`config.mk`:
```
export PLATFORM = sky130hd
export DESIGN_NAME = vec_inst_queue
export DESIGN_NICKNAME = d
export VERILOG_FILES = /design/src/rtl/vec_queue_pkg.sv /design/src/rtl/vec_queue_mem.sv /design/src/rtl/vec_inst_queue.sv
export SDC_FILE = /design/constraint.sdc
export NUM_CORES = 1
export LEC_CHECK = 0
export CAP_MARGIN = 5
export CORE_MARGIN = 5
export CORE_UTILIZATION = 55
export DETAILED_ROUTE_END_ITERATION = 8
export PLACE_DENSITY = 0.8
export SLEW_MARGIN = 10
export SYNTH_ARGS = -nofsm -noshare
export SYNTH_HDL_FRONTEND = slang
export SYNTH_SLANG_ARGS = --single-unit
export TNS_END_PERCENT = 20
```
`constraint.sdc`:
```
create_clock -name clk -period 5.4 [get_ports clk]
set_clock_uncertainty 0.05 [all_clocks]
set_input_delay 1.08 -clock clk [delete_from_list [all_inputs] [get_ports clk]]
set_output_delay 1.08 -clock clk [all_outputs]
set_load 0.02 [all_outputs]
```
`src/rtl/vec_queue_pkg.sv`:
```
// Shared entry type and sizing helper for the
// scalar-to-vector instruction queue.
`ifndef XLEN
`define XLEN 32
`endif

package vec_queue_pkg;

    localparam int VQ_XLEN = `XLEN;

    typedef struct packed {
        logic [VQ_XLEN-1:0] instruction;
        logic [VQ_XLEN-1:0] rs1_data;
        logic [VQ_XLEN-1:0] rs2_data;
    } vec_inst_entry_t;

    function automatic int cnt_width(input int depth);
        return $clog2(depth + 1);
    endfunction

endpackage

```
`src/rtl/vec_queue_mem.sv`:
```
// Entry storage: one synchronous write port,
// one asynchronous read port, no reset.
module vec_queue_mem
    import vec_queue_pkg::*;
#(
    parameter int DEPTH = 4,
    parameter int AW    = $clog2(DEPTH),
    parameter int EW    = $bits(vec_inst_entry_t)
) (
    input  logic          clk,
    input  logic          we,
    input  logic [AW-1:0] waddr,
    input  logic [EW-1:0] wdata,
    input  logic [AW-1:0] raddr,
    output logic [EW-1:0] rdata
);

    vec_inst_entry_t mem [DEPTH];

    always_ff @(posedge clk) begin
        if (we) begin
            mem[waddr] <= wdata;
        end
    end

    assign rdata = mem[raddr];

endmodule

```
`src/rtl/vec_inst_queue.sv`:
```
// Instruction/operand queue from the scalar core
// to the vector unit, with optional empty bypass.
module vec_inst_queue
    import vec_queue_pkg::*;
#(
    parameter int XLEN      = VQ_XLEN,
    parameter int DEPTH     = 4,
    parameter bit BYPASS_EN = 1'b1,
    parameter int AF_THRESH = DEPTH - 1
) (
    input  logic                       clk,
    input  logic                       reset,
    input  logic                       flush,
    input  logic                       inst_valid,
    output logic                       inst_ready,
    input  logic [XLEN-1:0]            instruction,
    input  logic [XLEN-1:0]            rs1_data,
    input  logic [XLEN-1:0]            rs2_data,
    output logic                       deq_valid,
    input  logic                       deq_ready,
    output logic [XLEN-1:0]            deq_instruction,
    output logic [XLEN-1:0]            deq_rs1_data,
    output logic [XLEN-1:0]            deq_rs2_data,
    output logic [$clog2(DEPTH+1)-1:0] count,
    output logic                       empty,
    output logic                       full,
    output logic                       almost_full
);

    localparam int AW = $clog2(DEPTH);
    localparam int CW = cnt_width(DEPTH);
    localparam int EW = $bits(vec_inst_entry_t);

    localparam logic [AW-1:0] LAST_PTR = AW'(DEPTH - 1);
    localparam logic [CW-1:0] FULL_CNT = CW'(DEPTH);
    localparam logic [CW-1:0] AF_CNT   = CW'(AF_THRESH);

    logic [AW-1:0] wr_ptr;
    logic [AW-1:0] rd_ptr;

    vec_inst_entry_t in_e;
    vec_inst_entry_t mem_e;
    vec_inst_entry_t head_e;

    logic blocked;
    logic enq;
    logic deq;
    logic bypass;
    logic wr_en;
    logic rd_en;

    assign in_e = {instruction, rs1_data, rs2_data};

    assign empty       = (count == '0);
    assign full        = (count == FULL_CNT);
    assign almost_full = (count >= AF_CNT);

    assign blocked    = reset || flush;
    assign inst_ready = !full && !blocked;

    // Bypass only applies to an empty queue; otherwise head comes from storage.
    always_comb begin
        deq_valid = 1'b0;
        head_e    = mem_e;
        if (!blocked) begin
            if (!empty) begin
                deq_valid = 1'b1;
            end else if (BYPASS_EN) begin
                deq_valid = inst_valid;
            end
        end
        if (empty && BYPASS_EN) begin
            head_e = in_e;
        end
    end

    assign deq_instruction = head_e.instruction;
    assign deq_rs1_data    = head_e.rs1_data;
    assign deq_rs2_data    = head_e.rs2_data;

    assign enq    = inst_valid && inst_ready;
    assign deq    = deq_valid && deq_ready;
    assign bypass = BYPASS_EN && empty && enq && deq;
    assign wr_en  = enq && !bypass;
    assign rd_en  = deq && !empty;

    always_ff @(posedge clk) begin
        if (blocked) begin
            wr_ptr <= '0;
            rd_ptr <= '0;
            count  <= '0;
        end else begin
            if (wr_en) begin
                wr_ptr <= (wr_ptr == LAST_PTR) ? '0 : wr_ptr + 1'b1;
            end
            if (rd_en) begin
                rd_ptr <= (rd_ptr == LAST_PTR) ? '0 : rd_ptr + 1'b1;
            end
            case ({wr_en, rd_en})
                2'b10:   count <= count + 1'b1;
                2'b01:   count <= count - 1'b1;
                default: count <= count;
            endcase
        end
    end

    vec_queue_mem #(
        .DEPTH (DEPTH),
        .AW    (AW),
        .EW    (EW)
    ) u_mem (
        .clk   (clk),
        .we    (wr_en),
        .waddr (wr_ptr),
        .wdata (in_e),
        .raddr (rd_ptr),
        .rdata (mem_e)
    );

endmodule
```
After elaboration in Yosys (flattened, before gate mapping)
Memory sizes are Yosys's and may differ from the RTL's. A register that Yosys moved wholly into a read port is not among the register bits.
Cells that the tools add are included.
- register bits after elaboration: 7
- memory bits (writable): 384
- bits of input ports: 101
- logic and storage cells: 38
- memories: 1
- memory list (name ; words ; width ; read ports ; clocked after memory_dff ; write ports ; line ; source):
    u_mem.mem ; 4 ; 96 ; 1 ; 1 ; 1 ; vec_queue_mem.sv:18 ; vec_inst_entry_t mem [DEPTH];
- add/sub/neg operators: 4
- order comparisons: 1
- equal/unequal tests: 5
- muxes and demuxes: 10
- reductions and logical operators: 14
- operator list (operator ; count):
    two-way mux 96 bit ; 1
    two-way mux 2 bit ; 4
    logical AND 1 bit ; 7
    equality test 2 bit, second input constant ; 3
    case mux 3 bit (2 select lines) ; 1
    adder 2 x 1 -> 2 bit, second input constant ; 2
    zero test 1 bit ; 4
    two-way mux 1 bit ; 4
    adder 3 x 1 -> 3 bit, second input constant ; 1
    equality test 3 bit, second input constant ; 1
    greater-or-equal comparator 3 x 2 -> 1 bit, second input constant ; 1
    zero test 3 bit ; 1
    subtractor 3 x 1 -> 3 bit, second input constant ; 1
    equality test 2 x 1 -> 1 bit, second input constant ; 1
    nonzero test 2 bit ; 1
    logical OR 1 bit ; 1

Logic depth before layout (Yosys ltp)
- depth in word-level cells: 10
- depth in mapped cells: 10

Modules after synthesis
From an unflattened synthesis, not the netlist that was laid out.
- cells, all modules: 663
- area, all modules: 15456.1 um^2
- by module, submodules not included (module ; times used ; cells an instance ; area each (um^2) ; sequential area each (um^2)):
    vec_queue_mem ; 1 ; 506 ; 13889.6 ; 11531.1
    vec_inst_queue ; 1 ; 157 ; 1566.5 ; 140.1

Worst setup path before layout
No wires, ideal clock.
- path type: in2reg
- from: in flush
- to: mem u_mem.mem[0][0] (netlist bit) (enable)
- setup time: 466 ps
- data arrival time: 3824 ps
- required time: 4884 ps
- setup slack: 1061 ps
- cell stages on the path: 3
- buffers on the path: 0
- cell sequence: or2_2 > nor2_1 > and2_1
- word-level cells in the longest chain between the ends: 10
- elaborated cells on any way between the ends: 12
- classes of those cells: mux (3); reduce/logical (9)
- RTL lines (what ; line ; source):
    from (decl) ; vec_inst_queue.sv:13 ; input logic flush,
    logical OR 1 bit * ; vec_inst_queue.sv:58 ; assign blocked = reset || flush;
    zero test 1 bit ; n/a ;
    logical AND 1 bit ; vec_inst_queue.sv:59 ; assign inst_ready = !full && !blocked;
    logical AND 1 bit ; vec_inst_queue.sv:81 ; assign enq = inst_valid && inst_ready;
    logical AND 1 bit (2 in a row) ; vec_inst_queue.sv:83 ; assign bypass = BYPASS_EN && empty && enq && deq;
    zero test 1 bit ; vec_inst_queue.sv:84 ; assign wr_en = enq && !bypass;
    logical AND 1 bit * ; vec_inst_queue.sv:84 ;
    two-way mux 1 bit * ; vec_queue_mem.sv:21 ; if (we) begin
    two-way mux 1 bit (not written as such) * ; vec_queue_mem.sv:22 ; mem[waddr] <= wdata;
    to (decl) ; vec_queue_mem.sv:18 ;
Every way passes the cells marked *; elsewhere a longest branch is shown, timed or not.

Worst setup path after layout
- from: reg count[2]
- to: out deq_instruction[29]
- word-level cells in the longest chain between the ends: 2
- RTL lines (what ; line ; source):
    from (decl) ; vec_inst_queue.sv:24 ; output logic [$clog2(DEPTH+1)-1:0] count,
    from (signal assigned) ; vec_inst_queue.sv:100 ; 2'b10: count <= count + 1'b1;
    from (signal assigned) ; vec_inst_queue.sv:101 ; 2'b01: count <= count - 1'b1;
    from (signal assigned) ; vec_inst_queue.sv:102 ; default: count <= count;
    zero test 3 bit ; vec_inst_queue.sv:54 ; assign empty = (count == '0);
    two-way mux 96 bit ; vec_inst_queue.sv:72 ; if (empty && BYPASS_EN) begin
    to (decl) ; vec_inst_queue.sv:21 ; output logic [XLEN-1:0] deq_instruction,
Every way passes these cells.

==> impl_results.md <==
- I/O Pins: 205
- Clock share of power: 0.405
- Flop pwr share: 0.538
- # diodes: 0
- Pwr/cell area: 326.0 mW/mm²
- Sw Ratio: 0.2023
- Total CTS buffers: 41
- CP required: 4270 ps
- CTS tree: built
- Final hold violation count: 0
- Gpl congestion: 0.7454
- Crit Path Category: flop to primary output
- Worst Setup End Kind: primary output
- RSZ-0062 raised after global routing: false
- Worst path cell trace: or3_4 > clkinv_2 > buf_12 > nand2_1 > nand2_1 > clkdlybuf4s50_1
- Switching power total: 1267 µW
- Antenna-violating nets left: 0
- Detailed-route vias per instance: 5.614
- Ys Warns: 0
- Syn Nets: 979
- Cell at the slowest stage of the critical path: clkinv_2
- Synthesized flop and latch total: 393
- Setup_tns: 0 ps
- Fraction of final layout cells sized beyond drive strength 1: 0.1543
- WHS: 455.9 ps
- Slowest stage delay, CP: 690 ps
- Slew headroom: 0.4035
- Startpoint Class: flop
- Syn Area/Cell: 17.91 µm²
- Buffers on Ports: 204
- Skew-Pair Late Insertion Delay: 510 ps
- Status: complete, no violations
- Worst path most repeated cell: nand2_1
- Slew Limit Fails: 0
- Seq/Total Area, Yosys: 0.7506
- First-pass GRT wire length: 49520 µm
- Post-cts resize count: 0
- Pin count of the biggest net entering global routing: 72
- Core area: 0.02793 mm²
- DRC: 0
- Delay-heaviest family, CP: buffers and inverters
- Placed cells: 1426
- Wire per inst: 21.32 µm
- Total power: 6261 µW
- Initial core utilization: 0.5585
- Unique masters post-synth: 26
- Clock transition at the registers of the reported paths: 60 ps
- Final min period: 4381 ps
- Hold WC Path Type: flop to flop
- DRT Wirelength: 31960 µm
- Worst slew pin tran: 894.8 ps
- Filler-free cell count of the finished design: 1499
- CP bufs+invs: 3
- GRT Util Overall: 0.2028
- FMAX: 0.2282 GHz
- Worst Reg2Reg Path Length in Cells: 10
- Combinational share of power: 0.057
- Post-route setup slack: 1019 ps
- Die area: 0.03184 mm²
- Row count: 61
- CTS root buf: clkbuf_16
- Crit Path Max Fanout: 50
- Post-synthesis instance total: 871
- CTS max path bufs: 3
- Internal Power: 4995 µW
- H-tree depth: 2
- Worst Hold Depth: 2
- Die Ht: 178.4 µm
- Clock tree sinks: 393
- WP depth: 6
- Final period util: 0.8114
- Area of the mapped netlist: 0.01560 mm²
- Setup-failing EPs final: 0
- Number of fill cells: 1804
- CP arrival: 3250 ps
- DP Wirelength: 18900 µm
- Remaining Overflow, GRT: 0
- Vias: 8416
- Pre-CTS setup slack: 1482 ps
- 1st-iter DRT viols: 736
- Post-CTS setup buffer count: 0
- Initial antenna violation count: 1
- Hold-fix buffers, CTS: 0
- Chip Width: 178.4 µm
- Nets: 1199
- Router iterations before antenna repair: 6
- Peak VDD IR: 0.0002604 V
- LEAKAGE: 0.006445 µW
- P&R area growth vs syn: 23.09%
- Max cap viols: 0
- Vias in the first global route: 8671
path summary, 6_finish.rpt:
| kind | endpoint | start | slack (ps) |
|---|---|---|---|
| worst min-delay path | flop | rd_ptr[0] | 460 |
| worst min register to register | flop | rd_ptr[0] | 460 |
| worst max-delay path | deq_instruction[29] | count[2] | 1020 |
| worst max register to register | count[2] | count[2] | 2020 |
per-layer routing:
metal  track usage  share of wire  vias to the layer above
met4       0.03902          0.015                        2
met2        0.3291           0.48                      370
li1              -              -                     3744
met3       0.04091          0.085                       48
met1        0.2940           0.42                     4252
met5             0        0.00038                        -
registers in the layout (all words and copies together), names as in the netlist, named ones only:
register,count
count,3
rd_ptr,2
u_mem.mem,384
wr_ptr,2
layout make-up:
cell class | count | area [µm²] | share of cell area
inverter | 7 | 27.53 | 0.001433
timing repair buffer | 221 | 2232 | 0.1162
clock inverter | 17 | 82.58 | 0.004300
multi-input combinational | 427 | 3546 | 0.1846
tap | 378 | 473.0 | 0.02463
sequential | 393 | 11720 | 0.6102
clock buffer | 56 | 1125 | 0.05857
cell families (layout without fill, tap and decap cells):
family	Yosys count	after routing	synth area share
AO/OA/AOI/OAI	8	8	0.002887
XOR/XNOR	2	2	0.001123
adder cells (fa/ha/maj)	7	7	0.006095
buffers and inverters	51	301	0.02310
flip-flops	393	393	0.7506
multiplexers	97	97	0.1392
AND/OR/NAND/NOR	313	313	0.07698
power groups by stage:
stage | logic, µW | registers, µW | clock network (µW)
after global placement | 353 | 3430 | 0
after detailed placement | 360 | 3430 | 0
final | 360 | 3370 | 2530
after global routing | 387 | 3370 | 2710
after floorplan | 135 | 3430 | 0
after CTS | 363 | 3370 | 2570
through the flow:
stage | utilization | instance area [µm²]
2_1_floorplan | - | 15600
3_3_place_gp | 0.6443 | 18000
3_5_place_dp | 0.6443 | 18000
4_1_cts | 0.6875 | 19200
5_1_grt | 0.6875 | 19200
6_report | 0.6875 | 19200
tightest hold or removal path: cells and delay by family, from the launching register on:
family	cells	cell delay, ps
flops	1	320
compound gates	1	80
simple gates	1	60
cells in the final DEF, fill, tap and decap left out, drive strengths merged:
master           n
or3              4
inv              7
buf             17
a21oi            5
and2             4
clkbuf          56
nand2          292
clkinvlp         2
and3             1
clkdlybuf4s50  204
xor2             2
o31ai            1
clkinv          15
dfxtp            9
nand3            1
ha               6
o21ai            1
or2              1
mux4            96
nor2            10
mux2i            1
fa               1
a21o             1
edfxtp         384
cells in the mapped netlist (all sizes together):
library cell | n | share of area
o21ai | 1 | 0.00032
nor2 | 10 | 0.0024
and2 | 4 | 0.0016
clkinv | 1 | 0.00032
or3 | 4 | 0.0016
xor2 | 2 | 0.0011
dfxtp | 9 | 0.012
fa | 1 | 0.0013
or2 | 1 | 0.00040
a21oi | 5 | 0.0016
o31ai | 1 | 0.00048
buf | 37 | 0.020
mux4 | 96 | 0.14
and3 | 1 | 0.00040
a21o | 1 | 0.00048
ha | 6 | 0.0048
inv | 6 | 0.0014
edfxtp | 384 | 0.74
nand3 | 1 | 0.00032
clkbuf | 7 | 0.0017
mux2i | 1 | 0.00064
nand2 | 292 | 0.070
No activity file was read; power rests on OpenSTA's default activity.
